<file path="src/rtl/code_entry_pkg.sv">
// ============================================================================
// Module      : code_entry_pkg
// Description : Shared key codes, debounce state encoding and a popcount
//               helper for the code_entry block.
// Revision    : 1.0 - initial release
// ============================================================================
`default_nettype none

package code_entry_pkg;

  localparam logic [3:0] KEY_CLEAR     = 4'hE;
  localparam logic [3:0] KEY_SUBMIT    = 4'hF;
  localparam logic [3:0] KEY_DIGIT_MAX = 4'd9;

  localparam int         DB_STATE_W  = 2;
  localparam logic [1:0] ST_WAIT_REL = 2'd0;
  localparam logic [1:0] ST_ARMED    = 2'd1;
  localparam logic [1:0] ST_SETTLE   = 2'd2;

  function automatic logic [3:0] popcount8(input logic [7:0] v);
    logic [3:0] n;
    n = 4'd0;
    for (int i = 0; i < 8; i++) begin
      n = n + {3'b000, v[i]};
    end
    return n;
  endfunction

endpackage

`default_nettype wire

</file>
<file path="src/rtl/key_debounce.sv">
// ============================================================================
// Module      : key_debounce
// Description : Row synchronizer plus press/settle/release FSM; emits one
//               key_strobe with the captured key_value per physical press.
// Revision    : 1.0 - initial release
// ============================================================================
`default_nettype none

module key_debounce
  import code_entry_pkg::*;
#(
  parameter int SETTLE_CYCLES  = 500000,
  parameter int RELEASE_CYCLES = 500000
) (
  input  logic       clk,
  input  logic       rst,
  input  logic [3:0] key_code,
  input  logic [3:0] row_in,
  output logic       key_strobe,
  output logic [3:0] key_value
);

  localparam int c_TMR_MAX = (SETTLE_CYCLES > RELEASE_CYCLES) ? SETTLE_CYCLES : RELEASE_CYCLES;
  localparam int c_TMR_W   = $clog2(c_TMR_MAX + 1);
  localparam logic [c_TMR_W-1:0] c_SETTLE_LAST  = c_TMR_W'(SETTLE_CYCLES - 1);
  localparam logic [c_TMR_W-1:0] c_RELEASE_LAST = c_TMR_W'(RELEASE_CYCLES - 1);

  logic [3:0]            r_sync1;
  logic [3:0]            r_sync2;
  logic                  w_row_any;
  logic [DB_STATE_W-1:0] r_state;
  logic [DB_STATE_W-1:0] w_state_next;
  logic [c_TMR_W-1:0]    r_timer;
  logic                  w_capture;
  logic                  r_key_strobe;
  logic [3:0]            r_key_value;

  always_ff @(posedge clk) begin
    if (rst) begin
      r_sync1 <= 4'b1111;
      r_sync2 <= 4'b1111;
    end else begin
      r_sync1 <= row_in;
      r_sync2 <= r_sync1;
    end
  end

  assign w_row_any = ~&r_sync2;

  always_ff @(posedge clk) begin
    if (rst) begin
      r_state <= ST_WAIT_REL;
    end else begin
      r_state <= w_state_next;
    end
  end

  always_comb begin
    w_state_next = r_state;
    case (r_state)
      ST_WAIT_REL: if (!w_row_any && (r_timer == c_RELEASE_LAST)) w_state_next = ST_ARMED;
      ST_ARMED:    if (w_row_any) w_state_next = ST_SETTLE;
      ST_SETTLE:   if (r_timer == c_SETTLE_LAST) w_state_next = ST_WAIT_REL;
      default:     w_state_next = ST_WAIT_REL;
    endcase
  end

  always_comb begin
    w_capture = (r_state == ST_SETTLE) && (r_timer == c_SETTLE_LAST);
  end

  // Shared up-counter: release run length in WAIT_REL, settle time in SETTLE.
  always_ff @(posedge clk) begin
    if (rst) begin
      r_timer <= '0;
    end else begin
      case (r_state)
        ST_WAIT_REL: begin
          if (w_row_any || (r_timer == c_RELEASE_LAST)) r_timer <= '0;
          else                                          r_timer <= r_timer + 1'b1;
        end
        ST_SETTLE: begin
          if (w_capture) r_timer <= '0;
          else           r_timer <= r_timer + 1'b1;
        end
        default: r_timer <= '0;
      endcase
    end
  end

  always_ff @(posedge clk) begin
    if (rst) begin
      r_key_strobe <= 1'b0;
      r_key_value  <= 4'd0;
    end else begin
      r_key_strobe <= w_capture;
      if (w_capture) r_key_value <= key_code;
    end
  end

  assign key_strobe = r_key_strobe;
  assign key_value  = r_key_value;

endmodule

`default_nettype wire

</file>
<file path="src/rtl/code_entry.sv">
// ============================================================================
// Module      : code_entry
// Description : Debounced keypad entry buffer with secret-code comparator.
//               Macro CODE_ENTRY_PARTIAL_EN enables the per-digit exact count.
// Revision    : 1.0 - initial release
// ============================================================================
`default_nettype none

module code_entry
  import code_entry_pkg::*;
#(
  parameter int                  CODE_LEN       = 4,
  parameter logic [4*CODE_LEN-1:0] SECRET       = 16'h1234,
  parameter int                  SETTLE_CYCLES  = 500000,
  parameter int                  RELEASE_CYCLES = 500000
) (
  input  logic                  clk,
  input  logic                  rst,
  input  logic [3:0]            key_code,
  input  logic [3:0]            row_in,
  output logic                  key_strobe,
  output logic [3:0]            key_value,
  output logic [4*CODE_LEN-1:0] entry,
  output logic [3:0]            entry_count,
  output logic                  result_valid,
  output logic                  result_match,
  output logic [3:0]            result_exact
);

  localparam int         c_ENTRY_W = 4 * CODE_LEN;
  localparam logic [3:0] c_LEN     = 4'(CODE_LEN);

  logic                 w_key_strobe;
  logic [3:0]           w_key_value;
  logic [c_ENTRY_W-1:0] w_digit_ext;
  logic                 w_match;
  logic [3:0]           w_exact;
  logic [c_ENTRY_W-1:0] r_entry;
  logic [3:0]           r_count;
  logic                 r_result_valid;
  logic                 r_result_match;
  logic [3:0]           r_result_exact;

  key_debounce #(
    .SETTLE_CYCLES  (SETTLE_CYCLES),
    .RELEASE_CYCLES (RELEASE_CYCLES)
  ) u_debounce (
    .clk        (clk),
    .rst        (rst),
    .key_code   (key_code),
    .row_in     (row_in),
    .key_strobe (w_key_strobe),
    .key_value  (w_key_value)
  );

  assign w_digit_ext = c_ENTRY_W'(w_key_value);
  assign w_match     = (r_entry == SECRET);

`ifdef CODE_ENTRY_PARTIAL_EN
  logic [7:0] w_digit_eq;

  for (genvar gi = 0; gi < 8; gi++) begin : g_digit_eq
    if (gi < CODE_LEN) begin : g_used
      assign w_digit_eq[gi] = (r_entry[4*gi +: 4] == SECRET[4*gi +: 4]);
    end else begin : g_unused
      assign w_digit_eq[gi] = 1'b0;
    end
  end

  assign w_exact = popcount8(w_digit_eq);
`else
  assign w_exact = 4'd0;
`endif

  always_ff @(posedge clk) begin
    if (rst) begin
      r_entry        <= '0;
      r_count        <= 4'd0;
      r_result_valid <= 1'b0;
      r_result_match <= 1'b0;
      r_result_exact <= 4'd0;
    end else begin
      r_result_valid <= 1'b0;
      if (w_key_strobe) begin
        if (w_key_value <= KEY_DIGIT_MAX) begin
          if (r_count < c_LEN) begin
            r_entry <= (r_entry << 4) | w_digit_ext;
            r_count <= r_count + 4'd1;
          end
        end else if (w_key_value == KEY_CLEAR) begin
          r_entry <= '0;
          r_count <= 4'd0;
        end else if ((w_key_value == KEY_SUBMIT) && (r_count == c_LEN)) begin
          r_result_valid <= 1'b1;
          r_result_match <= w_match;
          r_result_exact <= w_exact;
          r_entry        <= '0;
          r_count        <= 4'd0;
        end
      end
    end
  end

  assign key_strobe   = w_key_strobe;
  assign key_value    = w_key_value;
  assign entry        = r_entry;
  assign entry_count  = r_count;
  assign result_valid = r_result_valid;
  assign result_match = r_result_match;
  assign result_exact = r_result_exact;

endmodule

`default_nettype wire

</file>
<file path="config.mk">
export PLATFORM = sky130hd
export DESIGN_NAME = code_entry
export DESIGN_NICKNAME = d
export VERILOG_FILES = /design/src/rtl/code_entry_pkg.sv /design/src/rtl/key_debounce.sv /design/src/rtl/code_entry.sv
export SDC_FILE = /design/constraint.sdc
export NUM_CORES = 1
export LEC_CHECK = 0
export ABC_AREA = 1
export CAP_MARGIN = 40
export CORE_ASPECT_RATIO = 1.2
export CORE_MARGIN = 8
export CORE_UTILIZATION = 31
export DETAILED_ROUTE_END_ITERATION = 16
export DONT_BUFFER_PORTS = 1
export GPL_ROUTABILITY_DRIVEN = 1
export GPL_TIMING_DRIVEN = 1
export SLEW_MARGIN = 20
export SYNTH_ARGS = -nofsm -noshare
export SYNTH_HDL_FRONTEND = slang
export SYNTH_SLANG_ARGS = --single-unit
export TNS_END_PERCENT = 50
</file>
<file path="constraint.sdc">
create_clock -name clk -period 4.1 [get_ports clk]
set_clock_uncertainty 0.2 [all_clocks]
set_input_delay 1.025 -clock clk [delete_from_list [all_inputs] [get_ports clk]]
set_output_delay 1.025 -clock clk [all_outputs]
set_load 0.02 [all_outputs]
</file>
## Yosys cells after proc, flatten, opt, wreduce, memory -nomap -nowiden

Index checks and enable logic that the tools add are counted.
Widths: inputs -> output; s select.

| storage, ports and cells | value |
|---|---|
| register bits | 56 |
| input port bits | 10 |
| output and inout bits | 31 |
| word-level logic and storage cells | 57 |

| operators by class | value |
|---|---|
| add/subtract/negate cells | 2 |
| order comparisons | 2 |
| equal/unequal tests | 11 |
| mux-type cells | 16 |
| bitwise gates (word level) | 4 |
| reduce and logical (&&, ||, !) cells | 12 |

Operators with widths:

| kind | count |
|---|---|
| $mux 16 | 4 |
| $mux 19 | 2 |
| $pmux 19 s2 | 1 |
| $add 19x1->19 const B | 1 |
| $eq 19x19->1 const B | 1 |
| $eq 16x13->1 const B | 1 |
| $mux 4 | 4 |
| $or 16x4->16 | 1 |
| $eq 4x4->1 const B | 2 |
| $reduce_and 4->1 | 2 |
| $mux 2 | 3 |
| $ne 2x1->1 const B | 3 |
| $pmux 2 s3 | 1 |
| $reduce_and 3->1 | 2 |
| $add 4x1->4 const B | 1 |
| $eq 4x3->1 const B | 1 |
| $le 4x4->1 const B | 1 |
| $lt 4x3->1 const B | 1 |
| $reduce_or 4->1 | 1 |
| $logic_and 1x1->1 | 3 |
| $not 1->1 | 3 |
| $reduce_bool 3->1 | 1 |
| $eq 2x1->1 const B | 1 |
| $eq 2x2->1 const B | 1 |
| other kinds (5) | 5 |

## Logic depth before layout (Yosys ltp)

| depth | value |
|---|---|
| depth in word-level cells | 5 |
| depth in mapped cells | 11 |
| depth with buffers taken out | 9 |

## Hierarchy

A second synthesis with hierarchy kept.

| unflattened totals | value |
|---|---|
| cells, all modules | 414 |
| area, all modules | 2,788.9 um^2 |

Modules (own cells, without submodules):

| module | instances | cells an instance | area an instance (um^2) | seq. area each (um^2) |
|---|---|---|---|---|
| key_debounce | 1 | 236 | 1,597.8 | 680.7 |
| code_entry | 1 | 178 | 1,191.1 | 440.4 |

## Least setup slack after synthesis

OpenSTA, ideal clock, no wires.

| path | value |
|---|---|
| kind | in2reg |
| start | input rst |
| end | register r_entry[15], in the netlist entry[15] |
| library setup time | 62 ps |
| arrival | 1,577 ps |
| data required time | 3,838 ps |
| path slack | 2,261 ps |
| stages | 4 |
| buffers on the path | 1 |
| cell sequence | clkinv_1 -> clkbuf_1 -> nand2_1 -> nor2_2 |

RTL lines:

| element | line | source |
|---|---|---|
| start, declared | code_entry.sv:18 | `input logic rst,` |
| end signal, assigned | code_entry.sv:87 | `r_entry <= (r_entry << 4) \| w_digit_ext;` |
| end, declared | code_entry.sv:38 | `logic [c_ENTRY_W-1:0] r_entry;` |

## Worst setup path in the final report

| path | value |
|---|---|
| start | register r_count[0], in the netlist entry_count[0] |
| end | register r_entry[0], in the netlist entry[0] |

| between the ends | value |
|---|---|
| cells in the longest elaborated chain, start to end | 4 |

Ends and longest elaborated chain:

| element | line | source |
|---|---|---|
| start, declared | code_entry.sv:39 | `logic [3:0] r_count;` |
| start signal, assigned | code_entry.sv:88 | `r_count <= r_count + 4'd1;` |
| parallel branches: the longest is 3 deep, another holds $lt 4x3->1 | -- |  |
| $reduce_and 3->1 (no source line) (*) | -- |  |

Every way passes the cells marked *.
A chain may end at the register's enable or synchronous reset.

==> out/metrics.yaml <==
status: "finished, final reports clean"
regToRegEndpoint: "entry[0]"
synth_top_area_share_pct: 41.2
ir_drop_mv: 0.146
holdWs_ns: 0.218
fin_nets: 414
startpoint_type: "register"
yosysWarnings: 0
fin_total_pwr_mw: 0.897
crit_required_ns: 4.14
synth_edf_count: 0
r2r-start: "entry_count[0]"
synthCells: 405
drtPass1Iterations: 4
first_global_vias: 2221
max_slew_margin_pct: 48.2
async_flop_share_pct: 0
endpoint: "entry[0]"
leakage_nw: 1.10
fp.dieW_um: 102
pre_cts_slack_ns: 1.34
hp-start: "u_debounce.r_sync1[2]"
gp_congestion: 0.852
overflow: 0
r2r_setup_slack_ns: 1.57
ant_nets: 0
setup_ws_ns: 1.57
seq_area_frac_synth_pct: 41.2
clockBufferDepth: 2
avgViaCountPerCell: 4.48
finalCritPeriodShare_pct: 61.6
syn_to_final_growth_pct: 5.79
max_freq_mhz: 396
h-tree-depth: 2
met1_usage_pct: 11.2
tightest_slew_ns: 0.777
critPathLaunch: "entry_count[0]"
dieHeight_um: 119
synth_area_leaders: "dfxtp_1, nand2_1, nor2_1"
ios: 41
dieArea_um2: 12100
synthFlopType: "dfxtp_1"
port_buffers: 0
finalCoreUtilization_pct: 33.6
cts_setup_buffers: 0
worstPathMaxFanout: 21
cts.sinks: 56
clkLatencyLatePin_ns: 0.31
period_minus_slack_ns: 2.53
cts_resized: 0
grt_max_degree: 26
postCtsHoldBufs: 0
grt_antenna_before_repair: 0
hold_viol: 0
end_kind: "register"
core-area_um2: 8560
hpwl_mm: 4.50
yosysMostFrequentCell: "nand2_1"
maxCapViolations: 0
synth_cell_types: 29
r2r_cells: 10
critical_path_class: "reg -> reg"
slew_violations: 0
layout.filler_cells: 946
power_density_nw_per_um2: 311
start_util_pct: 31.8
drtIter0Drc: 86
netlist_top_cells_count: "nand2_1, nor2_1, dfxtp_1, inv_1, nand3_1"
num_rows: 37
post_drt_wl_per_cell_um: 11.5
cts_tree: "built"
met3_usage_pct: 3.11
ys_ff_latch: 56
grt.total_usage_pct: 10.1
cts.clk_slew.worst_paths_ns: 0.10
tns_ns: 0
cts_inserted_buffers: 5
yosys.area.top_type: "dfxtp_1"
grt_pass1_wl_mm: 10.0
n_antenna_cell: 0
setup_viol: 0
num_vias: 2327
drive_gt1_share_pct: 10.4
cts_root_buf: "clkbuf_8"
cp_data_arrival_time_ns: 2.57
synth_area_um2: 2720
busiest_layer: "met2"
use_met2_pct: 17.4
rsz0062_at_grt: "false"
syn_area_per_cell_um2: 6.73
hold_path.class: "reg -> reg"
remaining_drc_errors: 0
routed_wl_mm: 5.98
## stage by stage
| step | cell area (µm²) | cells |
|---|---|---|
| 6_report | 2880 | 519 |
| 2_1_floorplan | 2740 | 408 |
| 4_1_cts | 2870 | 518 |
| 3_5_place_dp | 2770 | 510 |
| 3_3_place_gp | 2770 | 510 |
| 5_1_grt | 2880 | 519 |
## cell type report
cell class | instances | area, µm² | area share [%]
clock inverter | 1 | 7.51 | 0.261
clock buffer | 7 | 86.3 | 3.00
tap | 117 | 146 | 5.08
multi-input combinational | 297 | 1360 | 47.0
inverter | 40 | 150 | 5.21
sequential | 56 | 1120 | 38.9
timing repair buffer | 1 | 15.0 | 0.521
## worst min-delay path by stage
stage          cells after the start               endpoint  slack (ns)
2_1_floorplan                      1  u_debounce.r_sync2[0]        0.19
3_3_place_gp                       1  u_debounce.r_sync2[3]        0.19
3_5_place_dp                       1  u_debounce.r_sync2[2]        0.20
4_1_cts                            1  u_debounce.r_sync2[2]        0.22
5_1_grt                            1  u_debounce.r_sync2[2]        0.24
6_report                           1  u_debounce.r_sync2[2]        0.22
## cells in the final DEF, fill, tap and decap left out, types with 4 or more instances in the layout
cell / Yosys / layout
nor2_2: 21 / 21
nand2_1: 107 / 107
dfxtp_1: 56 / 56
nand4_1: 6 / 6
conb_1: 1 / 4
o21ai_0: 5 / 5
nor2_1: 86 / 86
clkbuf_8: 0 / 6
nand3_1: 38 / 38
or2_2: 8 / 8
inv_1: 38 / 38
## kinds of logic after synthesis
| logic type | count (synthesis) | synth area share (%) |
|---|---|---|
| and+or+nand+nor | 272 | 43.3 |
| AOI/OAI and AO/OA | 12 | 2.57 |
| xor gates and xnor gates | 6 | 1.93 |
| other | 1 | 0.138 |
| buffers and inverters | 55 | 9.51 |
| adders and majority gates | 3 | 1.38 |
| DFF | 56 | 41.2 |
## registers in the layout (all words and copies together) (netlist names)
register               count
result_valid               1
u_debounce.key_strobe      1
entry_count                4
entry                     16
u_debounce.key_value       4
u_debounce.r_sync2         4
u_debounce.r_sync1         4
u_debounce.r_timer        19
u_debounce.r_state         2
result_match               1
## routing by layer
metal  wire [µm]  share of wire [%]  vias to the layer above
met4         113                1.9                        0
met5           0                  0                        -
li1            -                  -                     1224
met1        2560                 43                     1038
met2        2820                 47                       55
met3         490                8.2                       10
## critical path, cell delays in order (launching register included)
cell     delay (ns)
dfxtp_1        0.42
inv_1          0.11
ha_1           0.15
nand2_1        0.06
nor2_2         0.14
nand3_2        0.11
nand2_1        0.49
and2_1         0.42
buf_8          0.21
nor2_1         0.05
nor2_1         0.09
## power by group
group          internal [mW]  switching [mW]
Clock                  0.138           0.177
Sequential             0.549         0.00294
Combinational        0.00889          0.0209
Power figures use the tool's default switching activity.
